[src/rtl/tdm_pkg.sv]
// Shared definitions for the 16:1 TDM link: frame geometry defaults and the
// receive-side alignment state encoding.
package tdm_pkg;

  localparam int NCH_DEF = 16;
  localparam int SW_DEF  = 4;

  typedef enum logic {
    HUNT = 1'b0,
    LOCK = 1'b1
  } state_e;

endpackage

[src/rtl/tdm_demux16_if.sv]
// Link-side bundle of the TDM receiver: serial beat inputs and the parallel
// frame / status outputs. The slave modport is the receiver's view.
interface tdm_demux16_if #(
  parameter int NCH = tdm_pkg::NCH_DEF,
  parameter int SW  = tdm_pkg::SW_DEF
);

  logic           din;
  logic           din_valid;
  logic           frame_sync;
  logic [NCH-1:0] dout;
  logic           dout_valid;
  logic [SW-1:0]  slot;
  logic           locked;
  logic           sync_err;

  modport master (
    output din, din_valid, frame_sync,
    input  dout, dout_valid, slot, locked, sync_err
  );

  modport slave (
    input  din, din_valid, frame_sync,
    output dout, dout_valid, slot, locked, sync_err
  );

endinterface

[src/rtl/tdm_slot_ctr.sv]
// Wrapping slot counter shared by both ends of the TDM link; clear has
// priority over load-to-1, which has priority over increment.
module tdm_slot_ctr #(
  parameter int SW = tdm_pkg::SW_DEF
) (
  input  logic          clk,
  input  logic          rst,
  input  logic          clr_i,
  input  logic          load1_i,
  input  logic          inc_i,
  output logic [SW-1:0] slot_o
);

  logic [SW-1:0] slot_q;

  // NOTE: sequential state uses non-blocking assignments so every flop
  // samples pre-edge values, independent of block evaluation order.
  always_ff @(posedge clk or posedge rst) begin
    if (rst) begin
      slot_q <= '0;
    end else if (clr_i) begin
      slot_q <= '0;
    end else if (load1_i) begin
      slot_q <= SW'(1);
    end else if (inc_i) begin
      slot_q <= slot_q + SW'(1);
    end
  end

  assign slot_o = slot_q;

endmodule

[src/rtl/tdm_demux16.sv]
// TDM receiver: acquires frame alignment from frame_sync, shifts serial slots
// into a shadow word and publishes each complete frame for one cycle.
module tdm_demux16
  import tdm_pkg::*;
#(
  parameter int NCH          = NCH_DEF,
  parameter int SW           = SW_DEF,
  parameter bit REQUIRE_SYNC = 1'b1
) (
  input  logic clk,
  input  logic rst,
  tdm_demux16_if.slave bus
);

  state_e         state_q;
  logic [NCH-1:0] shadow_q;
  logic [NCH-1:0] dout_q;
  logic           dout_valid_q;
  logic           sync_err_q;
  logic [SW-1:0]  slot;

  logic beat;
  logic at_zero;
  logic at_last;
  logic ctr_clr;
  logic ctr_load;
  logic ctr_inc;

  assign beat    = bus.din_valid;
  assign at_zero = (slot == '0);
  assign at_last = (slot == SW'(NCH - 1));

  // NOTE: every always_comb output gets a default first, so no path can
  // leave a signal unassigned and infer a latch.
  always_comb begin
    ctr_clr  = 1'b0;
    ctr_load = 1'b0;
    ctr_inc  = 1'b0;
    if (beat) begin
      case (state_q)
        HUNT: ctr_load = bus.frame_sync;
        LOCK: begin
          if (bus.frame_sync)              ctr_load = 1'b1;
          else if (at_zero && REQUIRE_SYNC) ctr_clr  = 1'b1;
          else                              ctr_inc  = 1'b1;
        end
        default: ctr_clr = 1'b1;
      endcase
    end
  end

  tdm_slot_ctr #(.SW(SW)) u_slot_ctr (
    .clk     (clk),
    .rst     (rst),
    .clr_i   (ctr_clr),
    .load1_i (ctr_load),
    .inc_i   (ctr_inc),
    .slot_o  (slot)
  );

  always_ff @(posedge clk or posedge rst) begin
    if (rst) begin
      state_q      <= HUNT;
      shadow_q     <= '0;
      dout_q       <= '0;
      dout_valid_q <= 1'b0;
      sync_err_q   <= 1'b0;
    end else begin
      dout_valid_q <= 1'b0;
      sync_err_q   <= 1'b0;
      if (beat) begin
        case (state_q)
          HUNT: begin
            if (bus.frame_sync) begin
              shadow_q <= NCH'(bus.din);
              state_q  <= LOCK;
            end
          end
          LOCK: begin
            if (bus.frame_sync) begin
              // Early sync drops the partial frame and restarts from a clean word.
              if (!at_zero) begin
                sync_err_q <= 1'b1;
                shadow_q   <= NCH'(bus.din);
              end else begin
                shadow_q[0] <= bus.din;
              end
            end else if (at_zero && REQUIRE_SYNC) begin
              sync_err_q <= 1'b1;
              state_q    <= HUNT;
            end else begin
              shadow_q[slot] <= bus.din;
              if (at_last) begin
                dout_q       <= {bus.din, shadow_q[NCH-2:0]};
                dout_valid_q <= 1'b1;
              end
            end
          end
          default: state_q <= HUNT;
        endcase
      end
    end
  end

  assign bus.dout       = dout_q;
  assign bus.dout_valid = dout_valid_q;
  assign bus.slot       = slot;
  assign bus.locked     = (state_q == LOCK);
  assign bus.sync_err   = sync_err_q;

endmodule

[src/flat_wrapper.sv]
// flat-port wrapper written by rule: the top's interface ports become plain ports
module tdm_demux16_flat import tdm_pkg::*;
#(
  parameter int NCH          = NCH_DEF,
  parameter int SW           = SW_DEF,
  parameter bit REQUIRE_SYNC = 1'b1
)
  (clk, rst, bus_din, bus_din_valid, bus_frame_sync, bus_dout, bus_dout_valid, bus_slot, bus_locked, bus_sync_err);
  tdm_demux16_if #(.NCH(NCH), .SW(SW)) bus_i ();
  input  logic clk;
  input  logic rst;
  input wire logic [$bits(bus_i.din)-1:0] bus_din;
  input wire logic [$bits(bus_i.din_valid)-1:0] bus_din_valid;
  input wire logic [$bits(bus_i.frame_sync)-1:0] bus_frame_sync;
  output wire logic [$bits(bus_i.dout)-1:0] bus_dout;
  output wire logic [$bits(bus_i.dout_valid)-1:0] bus_dout_valid;
  output wire logic [$bits(bus_i.slot)-1:0] bus_slot;
  output wire logic [$bits(bus_i.locked)-1:0] bus_locked;
  output wire logic [$bits(bus_i.sync_err)-1:0] bus_sync_err;
  assign bus_i.din = bus_din;
  assign bus_i.din_valid = bus_din_valid;
  assign bus_i.frame_sync = bus_frame_sync;
  assign bus_dout = bus_i.dout;
  assign bus_dout_valid = bus_i.dout_valid;
  assign bus_slot = bus_i.slot;
  assign bus_locked = bus_i.locked;
  assign bus_sync_err = bus_i.sync_err;
  tdm_demux16 #(.NCH(NCH), .SW(SW), .REQUIRE_SYNC(REQUIRE_SYNC)) u_core (.clk(clk), .rst(rst), .bus(bus_i));
endmodule
[config.mk]
export PLATFORM = sky130hd
export DESIGN_NAME = tdm_demux16_flat
export DESIGN_NICKNAME = d
export VERILOG_FILES = /design/src/rtl/tdm_pkg.sv /design/src/rtl/tdm_demux16_if.sv /design/src/rtl/tdm_slot_ctr.sv /design/src/rtl/tdm_demux16.sv /design/src/flat_wrapper.sv
export SDC_FILE = /design/constraint.sdc
export NUM_CORES = 1
export LEC_CHECK = 0
export BUFFER_PORTS_ARGS = -buffer_cell sky130_fd_sc_hd__buf_2
export CORE_MARGIN = 2
export CORE_UTILIZATION = 50
export CTS_CLUSTER_SIZE = 25
export DETAILED_ROUTE_END_ITERATION = 6
export HOLD_SLACK_MARGIN = 0.15
export PLACE_DENSITY = 0.74
export SLEW_MARGIN = 20
export SYNTH_ARGS = -nofsm -noshare
export SYNTH_HDL_FRONTEND = slang
export SYNTH_HIERARCHICAL = 1
export SYNTH_SLANG_ARGS = --single-unit
[constraint.sdc]
create_clock -name clk -period 1.85 [get_ports clk]
set_input_delay 0.0925 -clock clk [delete_from_list [all_inputs] [get_ports clk]]
set_output_delay 0.0925 -clock clk [all_outputs]
set_load 0.1 [all_outputs]
==> impl_metrics.ini, run 1 <==
[drt]
drt_iter0_markers = 91
vias = 1504
antenna_left = 0
routedWlPerCell_um = 15.7
routed_via_density = 5.78
drt_first_pass_iters = 4
wirelength_um = 4080
drc = 0

[floorplanning]
fp.dieH_um = 65.7
start_util_pct = 52.0
die_area_sq_um = 4320
core_sq_um = 3660
io_pins = 28
rows = 22
die_w_um = 65.7

[sta]
finalCriticalPeriod_ps = 1790
fmax_ghz = 0.558
setup_tns_ps = 0
fin_skew_ps = 6.85
rsz0062_at_grt = no
finalSetupViolations = 0
post-route-period-util_pct = 96.9
worst_slew_pin_slew_ps = 662
drv_slew = 0
hold_viol_final = 0
slew_headroom_pct = 55.8

[setup_path]
slowest_stage = dfrtp_4
critical_path_arrival_ps = 1970
path_buf_inv = 2
required_ps = 2030
worstSetupPathType = reg -> reg
reg2reg_from = u_core/u_slot_ctr/slot_o[2]
cp_cell_sequence = nor4_4, inv_2, ha_4, nand3_4, nor3_4, buf_4, mux2_2
startpoint_type = flop
startpoint = u_core/u_slot_ctr/slot_o[2]
critPathMaxFanout = 7
end_kind = flop
slowest_delay_ps = 500
crit_family = flip-flops

[clocking]
htree_levels = 2
cts-buffers-inserted = 5
clockBufferDepth = 2
clock_latency_ps = 290
root_buffer = clkbuf_8
cts_num_sinks = 38
clkTransAtPathRegs_ps = 70
cts_tree = built

[placement]
placedInstanceArea_sq_um = 2210
gp_congestion = 0.780
dp.cells = 249
port_buffers = 27
dpl.hpwl_um = 2800

[yosys]
ys_warn_count = 6
synth-seq-cells = 38
synthArstFlopShare_pct = 100
syn_inst = 168
yosysTopAreaCell = dfrtp_1
yosys.cell_types.count = 37
syn_area_sq_um = 1900
synth_edf_count = 0
synth.avg_cell_area_sq_um = 11.3
synthFlopType = dfrtp_1
synth.area.top_cells = dfrtp_1, mux2_2, o211ai_1
netlist.area_leader.share_pct = 49.9
syn_nets = 175
seq_area_frac_synth_pct = 49.9

[finish]
multi_input_area_sq_um = 875
nNetsFinal = 218
drive_above_1_share_pct = 40.6
final_cell_area_sq_um = 2360
area_growth_pct = 24.1
n_antenna_cell = 0
fill_cells = 285
mostFrequentLayoutCell = dfrtp_1
seq_area_sq_um = 970
final_core_util_pct = 64.6
fin_cells = 260
layout_common_cells = dfrtp_1, buf_2, inv_1

[status]
outcome = finished, final reports clean

[grt]
grt_pass1_wl_um = 6960
grt_overflow = 0
gr-usage-met2_pct = 34.0
grt_max_degree = 35
antenna_found_initial = 0
busiest_layer = met2
grt_pass1_vias = 1438
use_met3_pct = 4.79
grtUsageMet1_pct = 28.3
grt_util_all_layers_pct = 21.3

[power_and_ir_drop]
leakagePower_nw = 1.12
pwr_density_cell_nw_per_um2 = 1240
power.total_mw = 2.94
irDropWorstVdd_mv = 0.824

[flow_run]
drv_cap = 0

[hold_path]
holdCritPathClass = in -> async
[report_power, final]
part | internal (mW) | leakage, nW | switching, mW
clock | 0.300 | 0.0482 | 0.276
combinational | 0.387 | 0.568 | 0.780
sequential | 1.02 | 0.507 | 0.175
[tightest hold or removal path, cell delays in order]
cell and delay, ps:
dlygate4sd3_1 530, buf_2 120, inv_1 140
[registers in the layout (all words and copies together) (netlist names)]
name and count:
u_core/bus.dout 16, u_core/bus.dout_valid 1, u_core/bus.locked 1, u_core/bus.sync_err 1
u_core/shadow_q 15, u_core/u_slot_ctr/slot_o 4
[cells by family (layout without fill, tap and decap cells)]
group / after synthesis / in the layout / share of synthesized area, %
mux: 23 / 23 / 13.3
buf+inv: 31 / 75 / 6.44
compound gates: 28 / 28 / 10.5
flops: 38 / 38 / 49.9
simple gates: 45 / 45 / 18.1
fa+ha+maj: 2 / 2 / 1.31
xor+xnor: 1 / 1 / 0.460
[layout make-up]
class / instances / share of cell area (%)
clock buffers: 7 / 3.65
repair buffers: 45 / 12.1
flip-flops and latches: 38 / 41.0
inverters: 22 / 3.49
multi-input cells: 99 / 37.0
well taps: 48 / 2.54
clock inverters: 1 / 0.212
[cells in the mapped netlist, drive strengths merged (3+ instances only)]
cell type,number
a21oi,3
and3b,4
and4bb,4
buf,3
clkbuf,6
dfrtp,38
inv,22
mux2,18
mux2i,5
nand2,4
nand3,3
nand4,3
nand4b,4
nor2,4
nor3,3
o211ai,12
o21ai,5
o311ai,6
or4b,4
[stage by stage]
step           setup slack (ps)  hold slack, ps
5_1_grt                    9.06             253
3_5_place_dp               -172           -3.50
3_3_place_gp              -90.1           -15.1
6_report                   56.9             232
2_1_floorplan              -136            -141
4_1_cts                    13.0             217
[layer usage]
layer  wire length [um]  up-vias
li1                   -      694
met4                 90        0
met3                219        9
met5                  0        -
met2               2000       61
met1               1770      740
[repair_timing]
item                                   CTS  global route
pin swaps                                1             1
setup endpoints to repair               18            19
endpoints found under the hold margin   41             0
gates cloned                             0             0
resized for setup                        1             6
hold buffers                             3             0
buffers inserted                         2             0
[final timing paths]
kind	slack, ps	end	cells past startpoint
worst max-delay path	60	u_core/bus.dout[10]	7
max in group asynchronous	1110	u_core/bus.locked	4
worst max register to register	60	u_core/bus.dout[10]	7
worst min register to register	500	u_core/bus.dout[8]	1
min in group clk	240	u_core/bus.dout_valid	4
worst min-delay path	230	u_core/u_slot_ctr/slot_o[2]	3
(Power assumes the default switching activity.)
==> inputs of run 2 (changes only) <==
Settings changed: CAP_MARGIN set to 20, CORE_UTILIZATION 50 to 30, CTS_CLUSTER_DIAMETER set to 50, PLACE_DENSITY 0.74 to unset.
==> impl_metrics.ini, run 2 (synthesized netlist as in run 1, its figures left out) <==
[status]
outcome = finished, final reports clean

[grt]
grt_max_degree = 35
grt_overflow = 0
antenna_found_initial = 0
grt_util_all_layers_pct = 13.0
grt_pass1_vias = 1473
grt_pass1_wl_um = 7310

[sta]
post-route-period-util_pct = 99.0
drv_slew = 0
finalSetupViolations = 0
rsz0062_at_grt = yes
setup_tns_ps = 0
fin_worst_hold_slack_ps = 233
hold_viol_final = 0
slew_headroom_pct = 54.2
fin_skew_ps = 6.25
worst_slew_pin_slew_ps = 688
fmax_ghz = 0.546
finalCriticalPeriod_ps = 1830

[drt]
drt_iter0_markers = 68
vias = 1421
drt_first_pass_iters = 4
wirelength_um = 4100
antenna_left = 0
routed_via_density = 4.82
drc = 0
routedWlPerCell_um = 13.9

[setup_path]
slowest_stage = dfrtp_4
r2r_cells = 8
required_ps = 2030
slowest_delay_ps = 500
path_buf_inv = 3
critPathMaxFanout = 4
worstSetupPathType = reg -> reg
r2r_end = u_core/u_slot_ctr/slot_o[3]
reg2reg_from = u_core/u_slot_ctr/slot_o[1]
cp_cell_sequence = nor4_4, inv_1, ha_2, nand3_4, buf_6, inv_8, nand4_1, mux2_4
critical_path_arrival_ps = 2010
r2r_slack_ps = 20
startpoint_type = flop
crit_family = flip-flops
end_kind = flop

[hold_path]
holdCritPathClass = in -> reg
whs_endpoint = u_core/bus.dout_valid
hold_path_depth = 4
min_from = bus_frame_sync

[floorplanning]
rows = 29
core_sq_um = 6240
fp.dieH_um = 83.7
die_w_um = 83.7
die_area_sq_um = 7000
start_util_pct = 30.5
io_pins = 28

[flow_run]
drv_cap = 0

[finish]
fin_cells = 295
nNetsFinal = 224
n_antenna_cell = 0
mostFrequentLayoutCell = dfrtp_1
layout_common_cells = dfrtp_1, buf_2, inv_1
largest_reg_flops = 16
drive_above_1_share_pct = 42.7
area_growth_pct = 29.3
final_core_util_pct = 39.5

[clocking]
htree_levels = 2
root_buffer = clkbuf_8
clockBufferDepth = 2
cts_num_sinks = 38
clock_latency_ps = 290
cts_tree = built
clkTransAtPathRegs_ps = 80
cts-buffers-inserted = 5

[power_and_ir_drop]
leakagePower_nw = 1.16
irDropWorstVdd_mv = 0.527
power.total_mw = 3.00
pwr_density_cell_nw_per_um2 = 1220

[placement]
gp_congestion = 0.767
port_buffers = 27
dpl.hpwl_um = 2760
dp.cells = 280
==> run 2: cell count changes in the layout (fill, tap and decap cells not counted) <==
cell        change
inv_2           -2
mux2_1          -1
ha_4            -1
ha_2            +1
clkbuf_1        -1
inv_8           +1
inv_1           +1
buf_4           +5
buf_12          +1
clkinvlp_4      +1
mux2_4          +1
==> run 2: worst max-delay path by stage <==
stage,start,to,cells after the start
after global placement,u_core/u_slot_ctr/slot_o[1],u_core/bus.dout[3],6
final,u_core/u_slot_ctr/slot_o[1],u_core/u_slot_ctr/slot_o[3],8
after CTS,u_core/u_slot_ctr/slot_o[2],u_core/u_slot_ctr/slot_o[3],8
after global routing,u_core/u_slot_ctr/slot_o[1],u_core/u_slot_ctr/slot_o[3],8
after floorplan,u_core/u_slot_ctr/slot_o[1],u_core/bus.dout[10],7
after detailed placement,u_core/u_slot_ctr/slot_o[1],u_core/bus.dout[12],6
==> run 2: layout make-up <==
type                            instances  area (sq um)
Tap cell                               77          96.3
Clock inverter                          2          12.5
Multi-Input combinational cell         99           868
Clock buffer                            6          82.6
Sequential cell                        38           970
Fill cell                             603          3780
Inverter                               22          90.1
Timing Repair Buffer                   51           343
==> run 2: power by group <==
group          switching [mW]  internal [mW]  leakage, nW
Clock                   0.296          0.299       0.0472
Combinational           0.780          0.447        0.602
Sequential              0.157           1.02        0.507
==> run 2: through the flow <==
stage	cell area (sq um)	worst slack, ps
after floorplan	1950	-136
after global placement	2260	-121
after detailed placement	2260	-164
after CTS	2430	5.38
after global routing	2460	-63.6
final	2460	17.8
==> run 2: what timing repair did <==
action,4_1_cts,5_1_grt
endpoints found under the setup margin,27,4
setup buffers,3,3
endpoints found under the hold margin,42,0
hold buffers,3,0
cloned,0,0
resized for setup,2,7
pin swaps,2,4
==> run 2: worst register-to-register path: cells and delay by family (launching register included) <==
family | cells | cell delay, ps
DFF | 1 | 500
muxes | 1 | 300
and+or+nand+nor | 3 | 470
adders and majority gates | 1 | 200
buffers and inverters | 3 | 240
==> run 2: per-layer routing <==
metal	vias to the layer above	GRT usage [%]	wire length [um]
li1	708	-	-
met1	679	17.6	1950
met2	24	20.2	1930
met3	10	3.07	139
met4	0	4.69	70
met5	-	0	0
==> inputs of run 3 (changes only) <==
==> constraint.sdc (replaced) <==
create_clock -name clk -period 1.85 [get_ports clk]
set_input_delay 0.0925 -clock clk [delete_from_list [all_inputs] [get_ports clk]]
set_output_delay 0.0925 -clock clk [all_outputs]
set_load 0.02 [all_outputs]
==> impl_metrics.ini, run 3 (synthesized netlist as in run 1, its figures left out) <==
[drt]
drc = 0
drt_iter0_markers = 92
vias = 1451
routed_via_density = 4.95
drt_first_pass_iters = 4
antenna_left = 0
wirelength_um = 4120
routedWlPerCell_um = 14.1

[floorplanning]
core_sq_um = 6240
rows = 29
start_util_pct = 30.5
die_w_um = 83.7
die_area_sq_um = 7000
fp.dieH_um = 83.7
io_pins = 28

[clocking]
clkTransAtPathRegs_ps = 70
root_buffer = clkbuf_8
cts-buffers-inserted = 5
htree_levels = 2
cts_num_sinks = 38
cts_tree = built
clock_latency_ps = 280
clockBufferDepth = 2

[grt]
grt_pass1_wl_um = 7040
grt_overflow = 0
grt_pass1_vias = 1461
grt_max_degree = 35
grt_util_all_layers_pct = 12.6
antenna_found_initial = 0

[finish]
largest_reg_flops = 16
final_cell_area_sq_um = 2400
area_growth_pct = 26.1
final_core_util_pct = 38.5
mostFrequentLayoutCell = dfrtp_1
drive_above_1_share_pct = 39.8
nNetsFinal = 222
n_antenna_cell = 0
layout_common_cells = dfrtp_1, buf_2, inv_1

[sta]
rsz0062_at_grt = no
finalSetupViolations = 0
fin_worst_hold_slack_ps = 237
worst_slew_pin_slew_ps = 652
slew_headroom_pct = 56.5
setup_tns_ps = 0
finalCriticalPeriod_ps = 1770
fmax_ghz = 0.566
post-route-period-util_pct = 95.5
drv_slew = 0
fin_skew_ps = 3.48
hold_viol_final = 0

[placement]
placedInstanceArea_sq_um = 2250
dpl.hpwl_um = 2720
gp_congestion = 0.737
port_buffers = 27

[power_and_ir_drop]
irDropWorstVdd_mv = 0.452
power.total_mw = 2.65
pwr_density_cell_nw_per_um2 = 1100
leakagePower_nw = 1.15

[flow_run]
drv_cap = 0

[setup_path]
startpoint_type = flop
r2r_end = u_core/u_slot_ctr/slot_o[3]
r2r_cells = 7
critical_path_arrival_ps = 1930
required_ps = 2010
critPathMaxFanout = 2
worstSetupPathType = reg -> reg
r2r_slack_ps = 80
end_kind = flop
reg2reg_from = u_core/u_slot_ctr/slot_o[2]

[status]
outcome = finished, final reports clean

[hold_path]
holdCritPathClass = in -> async
-- run 3: cell types whose count changed in the layout (fill, tap and decap cells not counted), sizes merged --
| cell | delta |
|---|---|
| buf | -2 |
| clkinvlp | -1 |
| clkbuf | +1 |
-- run 3: final cells by class --
class                           count  area (sq um)
Clock buffer                        7          86.3
Sequential cell                    38           956
Inverter                           22          82.6
Multi-Input combinational cell     99           855
Fill cell                         643          3840
Clock inverter                      1          5.00
Tap cell                           77          96.3
Timing Repair Buffer               49           320
-- run 3: worst max-delay path: stages, from the launching register on --
cell	delay (ps)
dfrtp_2	420
nor4_4	300
inv_1	90
ha_1	200
nand3_2	120
inv_1	70
nand4_1	100
mux2_1	340
-- run 3: worst max-delay path by stage --
stage | startpoint | endpoint | slack (ps) | cells past startpoint
after CTS | u_core/u_slot_ctr/slot_o[2] | u_core/u_slot_ctr/slot_o[3] | 30 | 7
after global placement | u_core/u_slot_ctr/slot_o[2] | u_core/bus.dout[3] | -100 | 6
after detailed placement | u_core/u_slot_ctr/slot_o[3] | u_core/bus.dout[4] | -180 | 6
after floorplan | u_core/u_slot_ctr/slot_o[2] | u_core/u_slot_ctr/slot_o[3] | 1 | 7
final | u_core/u_slot_ctr/slot_o[2] | u_core/u_slot_ctr/slot_o[3] | 80 | 7
after global routing | u_core/u_slot_ctr/slot_o[2] | u_core/u_slot_ctr/slot_o[3] | 10 | 7
-- run 3: repair_timing --
item	4_1_cts	5_1_grt
hold endpoints to repair	42	0
endpoints found under the setup margin	17	2
pin swaps	1	0
resized for setup	1	1
hold buffers	3	0
buffers inserted	1	0
-- run 3: per-stage QoR --
stage               setup slack [ps]  instances
detailed placement              -180        281
CTS                             26.7        293
global placement               -97.5        281
finish                          83.8        293
floorplan                       1.22        168
global route                    14.5        293
-- run 3: layer usage --
metal	global-route usage [%]	share of wire, %
met1	15.9	47
met2	21.0	48
met3	3.36	4.4
met5	0	0
met4	3.96	1.2
-- run 3: report_power, final --
group          internal, mW  total, mW  switching [mW]
clock network         0.301      0.578           0.277
registers              1.00       1.14           0.133
logic                 0.411      0.937           0.526
total                  1.72       2.65           0.936
